[src/rtl/ram_arbiter.sv]
// Two-port RAM arbiter: CPU vs loader, round-robin on ties,
// loader burst lock bounded by BURST_MAX with forced CPU slots.
module ram_arbiter #(
   parameter int DATA_WIDTH = 8,
   parameter int ADDR_WIDTH = 4,
   parameter int BURST_MAX  = 16
) (
   input  logic                  i_CLOCK,
   input  logic                  i_RESET_n,
   input  logic                  i_CPU_REQ,
   input  logic                  i_CPU_WE,
   input  logic [ADDR_WIDTH-1:0] i_CPU_ADDR,
   input  logic [DATA_WIDTH-1:0] i_CPU_WDATA,
   input  logic                  i_LD_REQ,
   input  logic                  i_LD_WE,
   input  logic [ADDR_WIDTH-1:0] i_LD_ADDR,
   input  logic [DATA_WIDTH-1:0] i_LD_WDATA,
   input  logic                  i_LD_LOCK,
   output logic                  o_CPU_GNT,
   output logic                  o_LD_GNT,
   output logic                  o_CPU_RVALID,
   output logic                  o_LD_RVALID,
   output logic [ADDR_WIDTH-1:0] o_RAM_ADDR,
   output logic [DATA_WIDTH-1:0] o_RAM_WDATA,
   output logic                  o_RAM_WE,
   output logic                  o_CPU_STALL
);

   localparam int CW = $clog2(BURST_MAX + 1);
   localparam logic [CW-1:0] BMAX = CW'(BURST_MAX);

   typedef enum logic [1:0] {
      IDLE = 2'd0,
      CPU  = 2'd1,
      LDR  = 2'd2
   } state_t;

   state_t                r_state;
   state_t                w_next;
   logic                  r_last_ld;
   logic [CW-1:0]         r_burst;
   logic                  r_cpu_gnt;
   logic                  r_ld_gnt;
   logic                  r_cpu_rvalid;
   logic                  r_ld_rvalid;
   logic [ADDR_WIDTH-1:0] r_addr;
   logic [DATA_WIDTH-1:0] r_wdata;
   logic                  r_we;

   // Lock overrides round-robin until the burst is exhausted
   always_comb begin
      w_next = IDLE;
      if (i_LD_LOCK && i_LD_REQ) begin
         if (r_burst == BMAX && i_CPU_REQ)
            w_next = CPU;
         else
            w_next = LDR;
      end else if (i_CPU_REQ && i_LD_REQ) begin
         w_next = r_last_ld ? CPU : LDR;
      end else if (i_CPU_REQ) begin
         w_next = CPU;
      end else if (i_LD_REQ) begin
         w_next = LDR;
      end
   end

   always_ff @(posedge i_CLOCK or negedge i_RESET_n) begin
      if (!i_RESET_n) begin
         r_state      <= IDLE;
         r_last_ld    <= 1'b1;
         r_burst      <= '0;
         r_cpu_gnt    <= 1'b0;
         r_ld_gnt     <= 1'b0;
         r_cpu_rvalid <= 1'b0;
         r_ld_rvalid  <= 1'b0;
         r_addr       <= '0;
         r_wdata      <= '0;
         r_we         <= 1'b0;
      end else begin
         r_state      <= w_next;
         r_cpu_gnt    <= (w_next == CPU);
         r_ld_gnt     <= (w_next == LDR);
         r_cpu_rvalid <= (r_state == CPU) && !r_we;
         r_ld_rvalid  <= (r_state == LDR) && !r_we;
         r_we         <= 1'b0;
         case (w_next)
            CPU: begin
               r_addr    <= i_CPU_ADDR;
               r_wdata   <= i_CPU_WDATA;
               r_we      <= i_CPU_WE;
               r_last_ld <= 1'b0;
            end
            LDR: begin
               r_addr    <= i_LD_ADDR;
               r_wdata   <= i_LD_WDATA;
               r_we      <= i_LD_WE;
               r_last_ld <= 1'b1;
            end
            default: ;
         endcase
         if (!i_LD_LOCK || w_next == CPU)
            r_burst <= '0;
         else if (w_next == LDR && r_burst != BMAX)
            r_burst <= r_burst + 1'b1;
      end
   end

   assign o_CPU_GNT    = r_cpu_gnt;
   assign o_LD_GNT     = r_ld_gnt;
   assign o_CPU_RVALID = r_cpu_rvalid;
   assign o_LD_RVALID  = r_ld_rvalid;
   assign o_RAM_ADDR   = r_addr;
   assign o_RAM_WDATA  = r_wdata;
   assign o_RAM_WE     = r_we;
   assign o_CPU_STALL  = (i_CPU_REQ && r_state != CPU) || i_LD_LOCK;

endmodule

[config.mk]
export PLATFORM = sky130hd
export DESIGN_NAME = ram_arbiter
export DESIGN_NICKNAME = d
export VERILOG_FILES = /design/src/rtl/ram_arbiter.sv
export SDC_FILE = /design/constraint.sdc
export NUM_CORES = 1
export LEC_CHECK = 0
export ABC_AREA = 1
export BUFFER_PORTS_ARGS = -buffer_cell sky130_fd_sc_hd__buf_2
export CORE_AREA = 2 2 45 89
export CTS_BUF_LIST = sky130_fd_sc_hd__clkbuf_4
export DETAILED_ROUTE_END_ITERATION = 8
export DIE_AREA = 0 0 47 91
export PLACE_DENSITY = 0.64
export SLEW_MARGIN = 20
export SYNTH_ARGS = -nofsm -noshare
export SYNTH_HDL_FRONTEND = slang
export SYNTH_SLANG_ARGS = --single-unit
[constraint.sdc]
create_clock -name i_CLOCK -period 3.71 [get_ports i_CLOCK]
set_input_delay 0.1855 -clock i_CLOCK [delete_from_list [all_inputs] [get_ports i_CLOCK]]
set_output_delay 0.1855 -clock i_CLOCK [all_outputs]
set_load 0.005 [all_outputs]
==> metrics.yaml <==
detailed_routing:
  drt_iter0_drc: 16
  viasPerCell: 4.61
  drtPass1Iterations: 4
  drt_wl_total_um: 2820
  detail-route-antenna-nets: 0
  routedWlPerCell_um: 11.9
  drcViolationCount: 0
  num_vias: 1096
global_routing:
  grt_pass1_vias: 1088
  grt_max_degree: 26
  grt_pass1_wl_um: 4710
  antenna_found_initial: 0
  grtUsageTotal_pct: 15.0
  gr-total-overflow: 0
finish:
  area_growth_pct: 24.2
  antennaDiodeCount: 0
  stdcell_count: 238
  fill_cells: 409
  design_area_sq_um: 1510
  finalNetCount: 225
  drive_gt1_share_pct: 33.9
clocking:
  cts_setup_buffers: 0
  cts_root_buf: "clkbuf_4"
  ctsResizeCount: 0
  hold_buffers: 1
  cts.path.max_buffers: 2
  cts_num_sinks: 25
  cts.reportedPaths.clkPinSlew_ps: 140
  insertion_delay_ps: 330
  cts_buffers: 3
  cts_tree: "yes"
  htreeDepth: 1
placed_design:
  dpl.hpwl_um: 2190
  gp_congestion: 0.776
  portBuffers: 48
  dp.cells: 233
  placed_area_sq_um: 1470
synthesis:
  synth_flop_cell: "dfrtp_1"
  synth_top_area_share_pct: 49.3
  ys_ff_latch: 25
  syn_inst: 142
  syn_area_sq_um: 1220
  synthArstFlopShare_pct: 100
  synth_warnings: 0
  synth_largest_area_cell: "dfrtp_1"
  synth_cell_types: 22
  syn_area_per_cell_sq_um: 8.58
  yosysSeqAreaShare_pct: 51.4
  synthTopCellsByArea: "dfrtp_1 49%, a21oi_1 10%, nand2_1 9.2%"
  synth-edff-count: 0
  synth_fp_nets: 177
power_and_ir_drop:
  leakage_nw: 0.803
  ir_drop_uv: 219
  power.density_nw_per_um2: 456
critical_path:
  cp-endpoint: "o_RAM_WDATA[4]$_DFFE_PN0P_"
  critPathCaptureType: "flip-flop"
  start_kind: "flip-flop"
  reg2reg_from: "r_burst[0]$_DFFE_PN0P_"
  rr_worst_depth: 11
  startpoint: "r_burst[0]$_DFFE_PN0P_"
  regToRegSetupSlack_ps: 1500
  path_class: "flip-flop to flip-flop"
  crit_arrival_ps: 2440
  cp_max_fo: 17
  required_ps: 3940
  rr_endpoint: "o_RAM_WDATA[4]$_DFFE_PN0P_"
sta:
  finalHoldViolCount: 0
  fin_crit_sh_pct: 59.6
  rsz0062_at_grt: "false"
  worst_slew_pin_slew_ps: 642
  slew_headroom_pct: 57.2
  finalMaxSlewViolations: 0
  post-route-min-period_ps: 2210
  setup_viol: 0
  fmax_mhz: 452
  fin_skew_ps: 2.01
  hold-worst-slack_ps: 79.1
  tns_ps: 0
die:
  core_sq_um: 3570
  ios: 49
  initial_core_util_pct: 34.2
  die_h_um: 91
  die-area_sq_um: 4280
  num_rows: 31
  fp.dieW_um: 47
outcome:
  status: "finished, final reports clean"
min_path:
  min_path_type: "primary input to flip-flop"
run:
  maxCapViolCount: 0
## cells by family (layout without fill, tap and decap cells)
group / Yosys count / after routing / synth area share [%]
AO/OA/AOI/OAI: 31 / 31 / 13.6
XOR/XNOR: 1 / 1 / 0.719
adder cells (fa/ha/maj): 4 / 4 / 4.11
buffers and inverters: 21 / 68 / 8.42
flip-flops: 25 / 25 / 51.4
AND/OR/NAND/NOR: 60 / 60 / 21.8
## critical path, stage by stage (launching register included)
cell	delay, ps
dfrtp_1	440
inv_1	80
ha_1	190
nand2_1	50
inv_1	40
nand3_1	60
nand2_1	90
o21ai_2	100
ha_1	600
inv_2	250
nand2_1	120
a21oi_1	70
## flip-flops by register name, indices dropped and copies added, names as in the netlist
signal / count
o_RAM_ADDR: 4
o_RAM_WDATA: 8
o_CPU_RVALID: 1
r_last_ld: 1
o_LD_RVALID: 1
r_burst: 5
r_state: 2
o_CPU_GNT: 1
o_RAM_WE: 1
o_LD_GNT: 1
## cell usage after synthesis (2+ instances only)
cell,number
ha_1,4
o21ai_2,2
nor2_1,14
nand3_1,10
inv_1,9
nand4_1,2
inv_2,6
dfrtp_1,24
a21oi_1,25
o21ai_1,2
nand2_1,30
buf_4,4
## report_power, final
group / internal, W / switching, W
combinational: 0.0000875 / 0.000114
clock: 0.0000413 / 0.0000883
sequential: 0.000328 / 0.0000301
## placed cells by master, fill, tap and decap left out, types with 2 or more instances in the layout
| cell type | n |
|---|---|
| nand3_1 | 10 |
| ha_1 | 4 |
| dfrtp_1 | 24 |
| o21ai_1 | 2 |
| nor2_1 | 14 |
| o21ai_2 | 2 |
| nand2_1 | 30 |
| buf_2 | 48 |
| nand4_1 | 2 |
| clkbuf_4 | 3 |
| a21oi_1 | 25 |
| inv_1 | 9 |
| inv_2 | 6 |
## worst min-delay path by stage
stage | cells after the start | end | start | slack (ps)
finish | 3 | o_RAM_ADDR[1]$_DFFE_PN0P_ | i_CPU_ADDR[1] | 80
global route | 3 | o_RAM_ADDR[1]$_DFFE_PN0P_ | i_CPU_ADDR[1] | 60
CTS | 3 | o_RAM_WDATA[7]$_DFFE_PN0P_ | i_CPU_WDATA[7] | 60
detailed placement | 1 | r_state[0]$_DFF_PN0_ | i_RESET_n | 220
global placement | 1 | o_LD_RVALID$_DFF_PN0_ | i_RESET_n | 220
floorplan | 0 | o_CPU_GNT$_DFF_PN0_ | i_RESET_n | -110
## through the flow
stage	utilization, %	setup WS, ps	power [W]
after floorplan	-	1900	0.000481
after global placement	41.3	1580	0.000565
after detailed placement	41.3	1500	0.000569
after CTS	42.4	1490	0.000700
after global routing	42.4	1250	0.000742
final	42.4	1500	0.000690
## per-layer routing
layer | routed length [um] | track usage [%]
met1 | 1030 | 16.6
met2 | 1600 | 25.3
met3 | 118 | 2.39
met4 | 76 | 7.87
met5 | 0 | 0
## layout make-up
type / count / area (sq um) / share of cell area (%)
Clock buffer: 3 / 22.5 / 1.49
Inverter: 15 / 56.3 / 3.72
Clock inverter: 1 / 7.51 / 0.496
Tap cell: 49 / 61.3 / 4.05
Multi-Input combinational cell: 96 / 489 / 32.3
Sequential cell: 25 / 627 / 41.4
Timing Repair Buffer: 49 / 250 / 16.5
No activity file was read; power rests on OpenSTA's default activity.
